[config.mk]
export PLATFORM = sky130hd
export DESIGN_NAME = uart_tx_shift_reg
export DESIGN_NICKNAME = d
export VERILOG_FILES = /design/src/rtl/uart_tx_shift_reg.sv
export SDC_FILE = /design/constraint.sdc
export NUM_CORES = 1
export LEC_CHECK = 0
export CORE_AREA = 2 2 39 41
export DETAILED_ROUTE_END_ITERATION = 16
export DIE_AREA = 0 0 41 43
export PLACE_DENSITY = 0.6
export SYNTH_ARGS = -nofsm -noshare
export SYNTH_HDL_FRONTEND = slang
export SYNTH_SLANG_ARGS = --single-unit
[constraint.sdc]
create_clock -name clk -period 1.66 [get_ports clk]
set_input_delay 0.332 -clock clk [delete_from_list [all_inputs] [get_ports clk]]
set_output_delay 0.332 -clock clk [all_outputs]
set_load 0.1 [all_outputs]
[src/rtl/uart_tx_shift_reg.sv]
// UART transmit output shift register.
// Captures a data word on load, frames it as start bit, data (LSB first) and stop bit, and
// moves the serial line on by one bit per shift. Baud timing and bit counting belong to the
// enclosing transmitter.
// Optional build macro UART_TX_SHIFT_REG_STATUS_EN adds the bits_left and idle status outputs.
module uart_tx_shift_reg #(
  parameter int unsigned DAT_WIDTH = 8
) (
  input  logic                                 clk,
  input  logic                                 rst,
  input  logic                                 load,
  input  logic                                 shift,
  input  logic [DAT_WIDTH-1:0]                 data,
`ifdef UART_TX_SHIFT_REG_STATUS_EN
  output logic [$clog2(DAT_WIDTH+3)-1:0]       bits_left,
  output logic                                 idle,
`endif
  output logic                                 uart_tx
);

  localparam int unsigned FrameW = DAT_WIDTH + 2;

  logic [FrameW-1:0] frame_q, frame_d;

  // Next frame: load beats shift; a shift refills from the top with idle-high ones.
  always_comb begin
    frame_d = frame_q;
    if (load) begin
      frame_d = {1'b1, data, 1'b0};
    end else if (shift) begin
      frame_d = {1'b1, frame_q[FrameW-1:1]};
    end
  end

  // Frame register; reset forces the line idle-high at once.
  always_ff @(posedge clk or posedge rst) begin
    if (rst) begin
      frame_q <= '1;
    end else begin
      frame_q <= frame_d;
    end
  end

  // The line comes straight from the frame's low flop, so it cannot glitch.
  assign uart_tx = frame_q[0];

`ifdef UART_TX_SHIFT_REG_STATUS_EN
  localparam int unsigned BitsW = $clog2(DAT_WIDTH + 3);
  localparam logic [BitsW-1:0] BitsLoad = BitsW'(DAT_WIDTH + 2);
  localparam logic [BitsW-1:0] BitsOne  = BitsW'(1);

  logic [BitsW-1:0] bits_left_q, bits_left_d;

  // Remaining-bit count: reloads on load, counts shifts down and saturates at zero.
  always_comb begin
    bits_left_d = bits_left_q;
    if (load) begin
      bits_left_d = BitsLoad;
    end else if (shift && (bits_left_q != '0)) begin
      bits_left_d = bits_left_q - BitsOne;
    end
  end

  // Remaining-bit counter register.
  always_ff @(posedge clk or posedge rst) begin
    if (rst) begin
      bits_left_q <= '0;
    end else begin
      bits_left_q <= bits_left_d;
    end
  end

  assign bits_left = bits_left_q;
  assign idle      = (bits_left_q == '0);
`endif

endmodule

==> impl_metrics.ini, run 1 <==
[placement]
pre_cts_ws_ps = 310
placedCellCount = 66
place_congestion = 0.681
buffer_ports.inserted = 12
placed_area_um2 = 567

[routing]
drtPass1Iterations = 2
final_antenna_net_count = 0
route.vias.total = 313
wire_per_inst_um = 10.6
finalWirelength_um = 739
viasPerCell = 4.47
drcViolationCount = 0
detailedRoute.firstIterationViolations = 3

[floorplan]
placementRows = 14
die_area_um2 = 1760
overall_die_height_um = 43
ios = 13
design.core.area_um2 = 1380
die_w_um = 41
initial_utilization = 0.304

[clocking]
worstSkewPairLatency_ps = 260
cts_resized = 0
clock_tree.htree_level_count = 1
cts_setup_buffers = 0
cts_inserted_buffers = 3
sink_count = 9
path_clk_slew_ps = 60
cts_hold_buf = 0
clock_tree_from_tritoncts = yes
clock_root_buffer = sky130_fd_sc_hd__clkbuf_4
cts_buffer_depth = 2

[flow_run]
maxCapViolCount = 0

[timing]
final_critical_path_setup_slack_ps = 342
layout_min_cycle_time_ps = 1320
timing_max_transition_violations_final = 0
finalSetupViolCount = 0
rsz_0062_raised_after_global_routing = false
final_min_period_over_clock_period = 0.794
final_hold_viol_count = 0
maxClockFrequency_ghz = 0.759
holdWs_ps = 541
worst-slew-pin-transition_ps = 339
setup_tns_ps = 0
fin_skew_ps = 4.49
maxSlewHeadroom = 0.774

[power]
power.ir.vdd_worst_uv = 377
powerDensity_nw_per_um2 = 903
leakage_nw = 0.256

[finish]
layout_top_registers = frame_q x9
largest_register = frame_q
final-instance-count-excl-fill = 70
largest_reg_flops = 9
area_delta_synth_final_pct = 41.1
final_cell_area_um2 = 593
layout_net_count = 67
layout_cells_sized_above_1 = 0.296
final_antenna_diode_count = 0

[hold_path]
hold_path.class = reg -> reg
hold_path_depth = 2

[setup_path]
cp_slowest_cell = sky130_fd_sc_hd__dfstp_2
cp.buffers_inverters = 1
critical_path.cell_chain = buf_12
critical_path.endpoint_type = primary output
critical-path-top-delay-family = flip-flops
critPathRequiredTime_ps = 1330
worst_r2r_path_depth = 2
worst-path-max-fanout = 2
worst-path-stages = 1
worst_path_largest_cell_delay_ps = 550
timing.critical_path.from_type = flip-flop
worst-setup-path-type = reg -> out
timing.critical_path.arrival_ps = 990

[logic_synthesis]
synth.cell_area_um2 = 420
synth_nets = 50
synthCells = 38
postSynthAreaPerCell_um2 = 11.1
yosysUniqueCellTypes = 10
yosys_warnings = 0
ys_ff_latch = 9
synth_sequential_area_ratio = 0.563

[grt]
grt_pass1_vias = 314
wire_length_of_the_first_global_routing_pass_um = 1280
grt_antenna_before_repair = 0
grt_start_max_net_pins = 18
grt.total_usage = 0.117
globalRoute.totalOverflow = 0

[run_status]
run_status = complete, no violations
[cells by family (layout without fill, tap and decap cells)]
family | after synthesis | count (layout) | share of synthesized area
buffers and inverters | 3 | 19 | 0.0536
muxes | 8 | 8 | 0.190
DFF | 9 | 9 | 0.563
AOI/OAI and AO/OA | 8 | 8 | 0.104
and+or+nand+nor | 10 | 10 | 0.0893
[synthesized netlist by cell type]
library cell	number	area, um^2
sky130_fd_sc_hd__dfstp_2	9	236
sky130_fd_sc_hd__mux2i_1	8	80.1
sky130_fd_sc_hd__nand2_1	8	30.0
sky130_fd_sc_hd__o21ai_1	6	30.0
sky130_fd_sc_hd__nor2_1	2	7.51
sky130_fd_sc_hd__buf_4	1	7.51
sky130_fd_sc_hd__buf_6	1	11.3
sky130_fd_sc_hd__inv_1	1	3.75
sky130_fd_sc_hd__o21ai_0	1	5.00
sky130_fd_sc_hd__o21ai_2	1	8.76
[worst paths after layout]
path | startpoint | to | slack [ps]
worst max register to register | frame_q[5] | frame_q[4] | 860
worst max-delay path | frame_q[0] | uart_tx | 340
worst min register to register | frame_q[8] | frame_q[8] | 540
worst min-delay path | frame_q[8] | frame_q[8] | 540
max in group asynchronous | rst | frame_q[2] | 1030
min in group asynchronous | rst | frame_q[7] | 600
[layout by cell type, fill, tap and decap left out]
master and instances:
sky130_fd_sc_hd__o21ai_0 1, sky130_fd_sc_hd__inv_1 1, sky130_fd_sc_hd__nor2_1 2, sky130_fd_sc_hd__buf_4 2, sky130_fd_sc_hd__dfstp_2 9, sky130_fd_sc_hd__mux2i_1 8, sky130_fd_sc_hd__buf_12 1, sky130_fd_sc_hd__nand2_1 8
sky130_fd_sc_hd__o21ai_1 6, sky130_fd_sc_hd__clkbuf_4 3, sky130_fd_sc_hd__clkbuf_1 1, sky130_fd_sc_hd__o21ai_2 1, sky130_fd_sc_hd__clkdlybuf4s50_1 11
[where the power goes]
part / total (mW) / internal [mW] / switching, mW / leakage (nW)
Clock: 0.168 / 0.0926 / 0.0757 / 0.0150
Sequential: 0.269 / 0.257 / 0.0123 / 0.0943
Combinational: 0.0983 / 0.0528 / 0.0455 / 0.146
Total: 0.536 / 0.402 / 0.133 / 0.256
[through the flow]
| stage | power, mW | util |
|---|---|---|
| after detailed placement | 0.372 | 0.410 |
| after global placement | 0.370 | 0.410 |
| final | 0.536 | 0.429 |
| after floorplan | 0.327 | - |
| after global routing | 0.573 | 0.429 |
| after CTS | 0.548 | 0.429 |
[layer usage]
layer,up-vias,GRT usage,share of wire
met4,0,0.120,0.014
met2,7,0.156,0.51
met3,2,0.0471,0.039
li1,160,-,-
met5,-,0,0
met1,144,0.129,0.44
[layout make-up]
| cell class | count | area [um^2] |
|---|---|---|
| fillers | 146 | 791 |
| flip-flops and latches | 9 | 236 |
| multi-input cells | 26 | 161 |
| repair buffers | 14 | 145 |
| clock buffers | 4 | 26.3 |
| well taps | 16 | 20.0 |
| inverters | 1 | 3.75 |
(Power assumes the default switching activity.)
==> run 2, diff against run 1 <==
clock period = 1.3 ns   (was 1.66 ns; I/O delays follow)
==> run 2 against run 1 <==
Effect of this change: count of clock-buffer cells in the layout is the same; worst setup slack lost 280 ps; flip-flop and latch count is the same; total power grew 28%; routed wire length shrank 2.0%; sequential share of layout area shrank 0.82 points; die area is the same; via count shrank 3.2%; design area grew 2.1%.
==> impl_metrics.ini, run 2 (same netlist as run 1, synthesis figures left out) <==
[run_status]
run_status = complete, no violations

[routing]
final_antenna_net_count = 0
viasPerCell = 4.33
route.vias.total = 303
wire_per_inst_um = 10.3
drcViolationCount = 0
finalWirelength_um = 724
drtPass1Iterations = 2
detailedRoute.firstIterationViolations = 2

[clocking]
cts_hold_buf = 0
sink_count = 9
clock_root_buffer = sky130_fd_sc_hd__clkbuf_4
clock_tree_from_tritoncts = yes
cts_inserted_buffers = 3
path_clk_slew_ps = 60
cts_setup_buffers = 0
cts_resized = 0
cts_buffer_depth = 2
clock_tree.htree_level_count = 1
worstSkewPairLatency_ps = 260

[finish]
seq_cell_area_um2 = 236
layout_net_count = 67
fill_cell_instance_count_of_the_final_layout = 146
layout_cells_sized_above_1 = 0.296
area_delta_synth_final_pct = 44.0
final-instance-count-excl-fill = 70
layout.cells.most_common_list = 11 x sky130_fd_sc_hd__clkdlybuf4s50_1, 9 x sky130_fd_sc_hd__dfstp_2, 8 x sky130_fd_sc_hd__mux2i_1, 8 x sky130_fd_sc_hd__nand2_1, 6 x sky130_fd_sc_hd__o21ai_1
multi_input_area_um2 = 161
largest_reg_flops = 9
layout_top_registers = frame_q x9
largest_register = frame_q
final_common_cell = sky130_fd_sc_hd__clkdlybuf4s50_1
final_antenna_diode_count = 0

[power]
power.ir.vdd_worst_uv = 591
powerDensity_nw_per_um2 = 1130
totalPowerFinal_mw = 0.684
leakage_nw = 0.260

[timing]
maxSlewHeadroom = 0.774
maxClockFrequency_ghz = 0.806
fin_skew_ps = 5.93
setup_tns_ps = 0
final_min_period_over_clock_period = 0.955
rsz_0062_raised_after_global_routing = false
layout_min_cycle_time_ps = 1240
final_hold_viol_count = 0
timing_max_transition_violations_final = 0
finalSetupViolCount = 0
final_critical_path_setup_slack_ps = 58.6
worst-slew-pin-transition_ps = 339

[placement]
place_congestion = 0.681
final_hpwl_from_detailed_placement_um = 544
placedCellCount = 66
pre_cts_ws_ps = 22.6
buffer_ports.inserted = 12

[setup_path]
cp.buffers_inverters = 1
timing.critical_path.from_type = flip-flop
worst_path_largest_cell_delay_ps = 550
worst-setup-path-type = reg -> out
cp_slowest_cell = sky130_fd_sc_hd__dfstp_2
critical_path.cell_chain = buf_12
timing.critical_path.arrival_ps = 980
critPathRequiredTime_ps = 1040
critical_path.endpoint_type = primary output
worst-path-max-fanout = 2
setup.reg_to_reg.worst_slack_ps = 500
critical-path-top-delay-family = flip-flops

[hold_path]
hold_path.class = in -> reg

[floorplan]
ios = 13
placementRows = 14
design.core.area_um2 = 1380
initial_utilization = 0.304
die_area_um2 = 1760
die_w_um = 41
overall_die_height_um = 43

[flow_run]
maxCapViolCount = 0

[grt]
grt.total_usage = 0.112
globalRoute.totalOverflow = 0
wire_length_of_the_first_global_routing_pass_um = 1270
grt_antenna_before_repair = 0
grt_pass1_vias = 297
grt_start_max_net_pins = 18
-- run 2: changes by cell type in the layout (fill, tap and decap cells not counted) --
cell and delta:
sky130_fd_sc_hd__buf_12 +1, sky130_fd_sc_hd__buf_4 -1
-- run 2: worst paths after layout --
kind / start / to / cells after the start
min in group asynchronous: rst / frame_q[8] / 2
hold / removal: data[3] / frame_q[4] / 3
hold reg to reg: frame_q[8] / frame_q[8] / 2
max in group asynchronous: rst / frame_q[3] / 2
setup reg to reg: frame_q[8] / frame_q[7] / 2
setup / recovery: frame_q[0] / uart_tx / 1
-- run 2: final cells by class --
cell class              instances  area share
flip-flops and latches          9       0.390
inverters                       1     0.00620
multi-input cells              26       0.267
well taps                      16      0.0331
repair buffers                 14       0.260
clock buffers                   4      0.0434
-- run 2: stage by stage --
stage                     utilization  hold slack (ps)  cell area [um^2]
after global routing            0.438              533               606
after floorplan                     -              319               420
final                           0.438              512               606
after CTS                       0.438              508               606
after detailed placement        0.419              520               579
after global placement          0.419              513               579
-- run 2: report_power, final --
| group | total (mW) | switching [mW] | internal [mW] |
|---|---|---|---|
| logic | 0.131 | 0.0593 | 0.0715 |
| registers | 0.343 | 0.0150 | 0.328 |
| clock network | 0.210 | 0.0923 | 0.118 |
-- run 2: layer usage --
metal  vias to the layer above  global-route usage  wire, um  share of wire
met5                         -                   0         0              0
met4                         0              0.0600         0              0
met3                         0              0.0628        40          0.055
met2                         9               0.147       357           0.49
met1                       134               0.140       326           0.45
li1                        160                   -         -              -
==> run 3, diff against run 2 <==
HOLD_SLACK_MARGIN = 0.1   (was not set)
PLACE_DENSITY = not set   (was 0.6)
PLACE_DENSITY_LB_ADDON = 0.05   (was not set)
==> run 3 against run 2 <==
Effect of this change: final cell count is 1.4% higher; utilization is 0.36 points lower; routed wire length is 5.8% higher; critical path type unchanged; sequential power hardly changed; clock power hardly changed.
==> impl_metrics.ini, run 3 (same netlist as run 1, synthesis figures left out) <==
[grt]
wire_length_of_the_first_global_routing_pass_um = 1310
grt_start_max_net_pins = 18
grt.total_usage = 0.118
globalRoute.totalOverflow = 0
grt_pass1_vias = 300
grt_antenna_before_repair = 0

[finish]
layout_top_registers = frame_q x9
multi_input_area_um2 = 161
final_common_cell = sky130_fd_sc_hd__clkdlybuf4s50_1
final_cell_area_um2 = 601
layout_net_count = 68
largest_reg_flops = 9
final_core_utilization = 0.434
area_delta_synth_final_pct = 42.9
seq_cell_area_um2 = 236
largest_register = frame_q
layout.cells.most_common_list = 11 x sky130_fd_sc_hd__clkdlybuf4s50_1, 9 x sky130_fd_sc_hd__dfstp_2, 8 x sky130_fd_sc_hd__mux2i_1, 8 x sky130_fd_sc_hd__nand2_1, 6 x sky130_fd_sc_hd__o21ai_1
layout_cells_sized_above_1 = 0.309
final-instance-count-excl-fill = 71
final_antenna_diode_count = 0
fill_cell_instance_count_of_the_final_layout = 144

[routing]
detailedRoute.firstIterationViolations = 2
viasPerCell = 4.35
drtPass1Iterations = 4
finalWirelength_um = 766
route.vias.total = 309
final_antenna_net_count = 0
wire_per_inst_um = 10.8
drcViolationCount = 0

[flow_run]
maxCapViolCount = 0

[timing]
final_critical_path_setup_slack_ps = 57.2
final_min_period_over_clock_period = 0.956
finalSetupViolCount = 0
timing_max_transition_violations_final = 0
worst-slew-pin-transition_ps = 324
rsz_0062_raised_after_global_routing = false
layout_min_cycle_time_ps = 1240
maxClockFrequency_ghz = 0.805
maxSlewHeadroom = 0.784
holdWs_ps = 514
fin_skew_ps = 0.330
setup_tns_ps = 0
final_hold_viol_count = 0

[floorplan]
ios = 13
die_area_um2 = 1760
die_w_um = 41
placementRows = 14
initial_utilization = 0.304
design.core.area_um2 = 1380
overall_die_height_um = 43

[power]
power.ir.vdd_worst_uv = 429
totalPowerFinal_mw = 0.684
leakage_nw = 0.260
powerDensity_nw_per_um2 = 1140

[setup_path]
critical_path.endpoint_type = primary output
timing.critical_path.from_type = flip-flop
cp_slowest_cell = sky130_fd_sc_hd__dfstp_2
critPathRequiredTime_ps = 1040
timing.critical_path.arrival_ps = 980
worst_path_largest_cell_delay_ps = 550
worst-setup-path-type = reg -> out
cp.buffers_inverters = 1
worst-path-max-fanout = 2
setup.reg_to_reg.worst_slack_ps = 500
critical-path-top-delay-family = flip-flops
critical_path.cell_chain = buf_12

[clocking]
cts_hold_buf = 0
clock_root_buffer = sky130_fd_sc_hd__clkbuf_4
cts_resized = 0
sink_count = 9
cts_buffer_depth = 2
path_clk_slew_ps = 60
cts_setup_buffers = 0
cts_inserted_buffers = 3
clock_tree_from_tritoncts = yes
worstSkewPairLatency_ps = 250
clock_tree.htree_level_count = 1

[placement]
buffer_ports.inserted = 12
place_congestion = 0.701
placed_area_um2 = 574
placedCellCount = 67
pre_cts_ws_ps = 43.4

[hold_path]
hold_path.class = in -> reg

[run_status]
run_status = complete, no violations
run 3: final cells by class:
cell class	instances	share of cell area
Clock buffer	4	0.0438
Multi-Input combinational cell	26	0.269
Inverter	1	0.00625
Tap cell	16	0.0333
Timing Repair Buffer	15	0.254
Sequential cell	9	0.394
run 3: final timing paths:
kind                             from         end  cells after the start
max reg2reg                frame_q[8]  frame_q[8]                      2
max                        frame_q[0]     uart_tx                      1
min reg2reg                frame_q[1]  frame_q[0]                      2
min                           data[4]  frame_q[5]                      3
min in group asynchronous         rst  frame_q[0]                      2
max in group asynchronous         rst  frame_q[2]                      2
run 3: metal layers:
metal | routed length (um) | part of all wire | global-route usage | up-vias
li1 | - | - | - | 162
met1 | 315 | 0.41 | 0.147 | 137
met4 | 0 | 0 | 0.100 | 0
met5 | 0 | 0 | 0 | -
met2 | 404 | 0.53 | 0.159 | 10
met3 | 46 | 0.060 | 0.0314 | 0
run 3: power by group:
part / leakage, nW / total, mW / switching [mW] / internal [mW]
Sequential: 0.0943 / 0.344 / 0.0156 / 0.328
Combinational: 0.151 / 0.128 / 0.0584 / 0.0694
Clock: 0.0150 / 0.212 / 0.0941 / 0.118
Total: 0.260 / 0.684 / 0.168 / 0.516
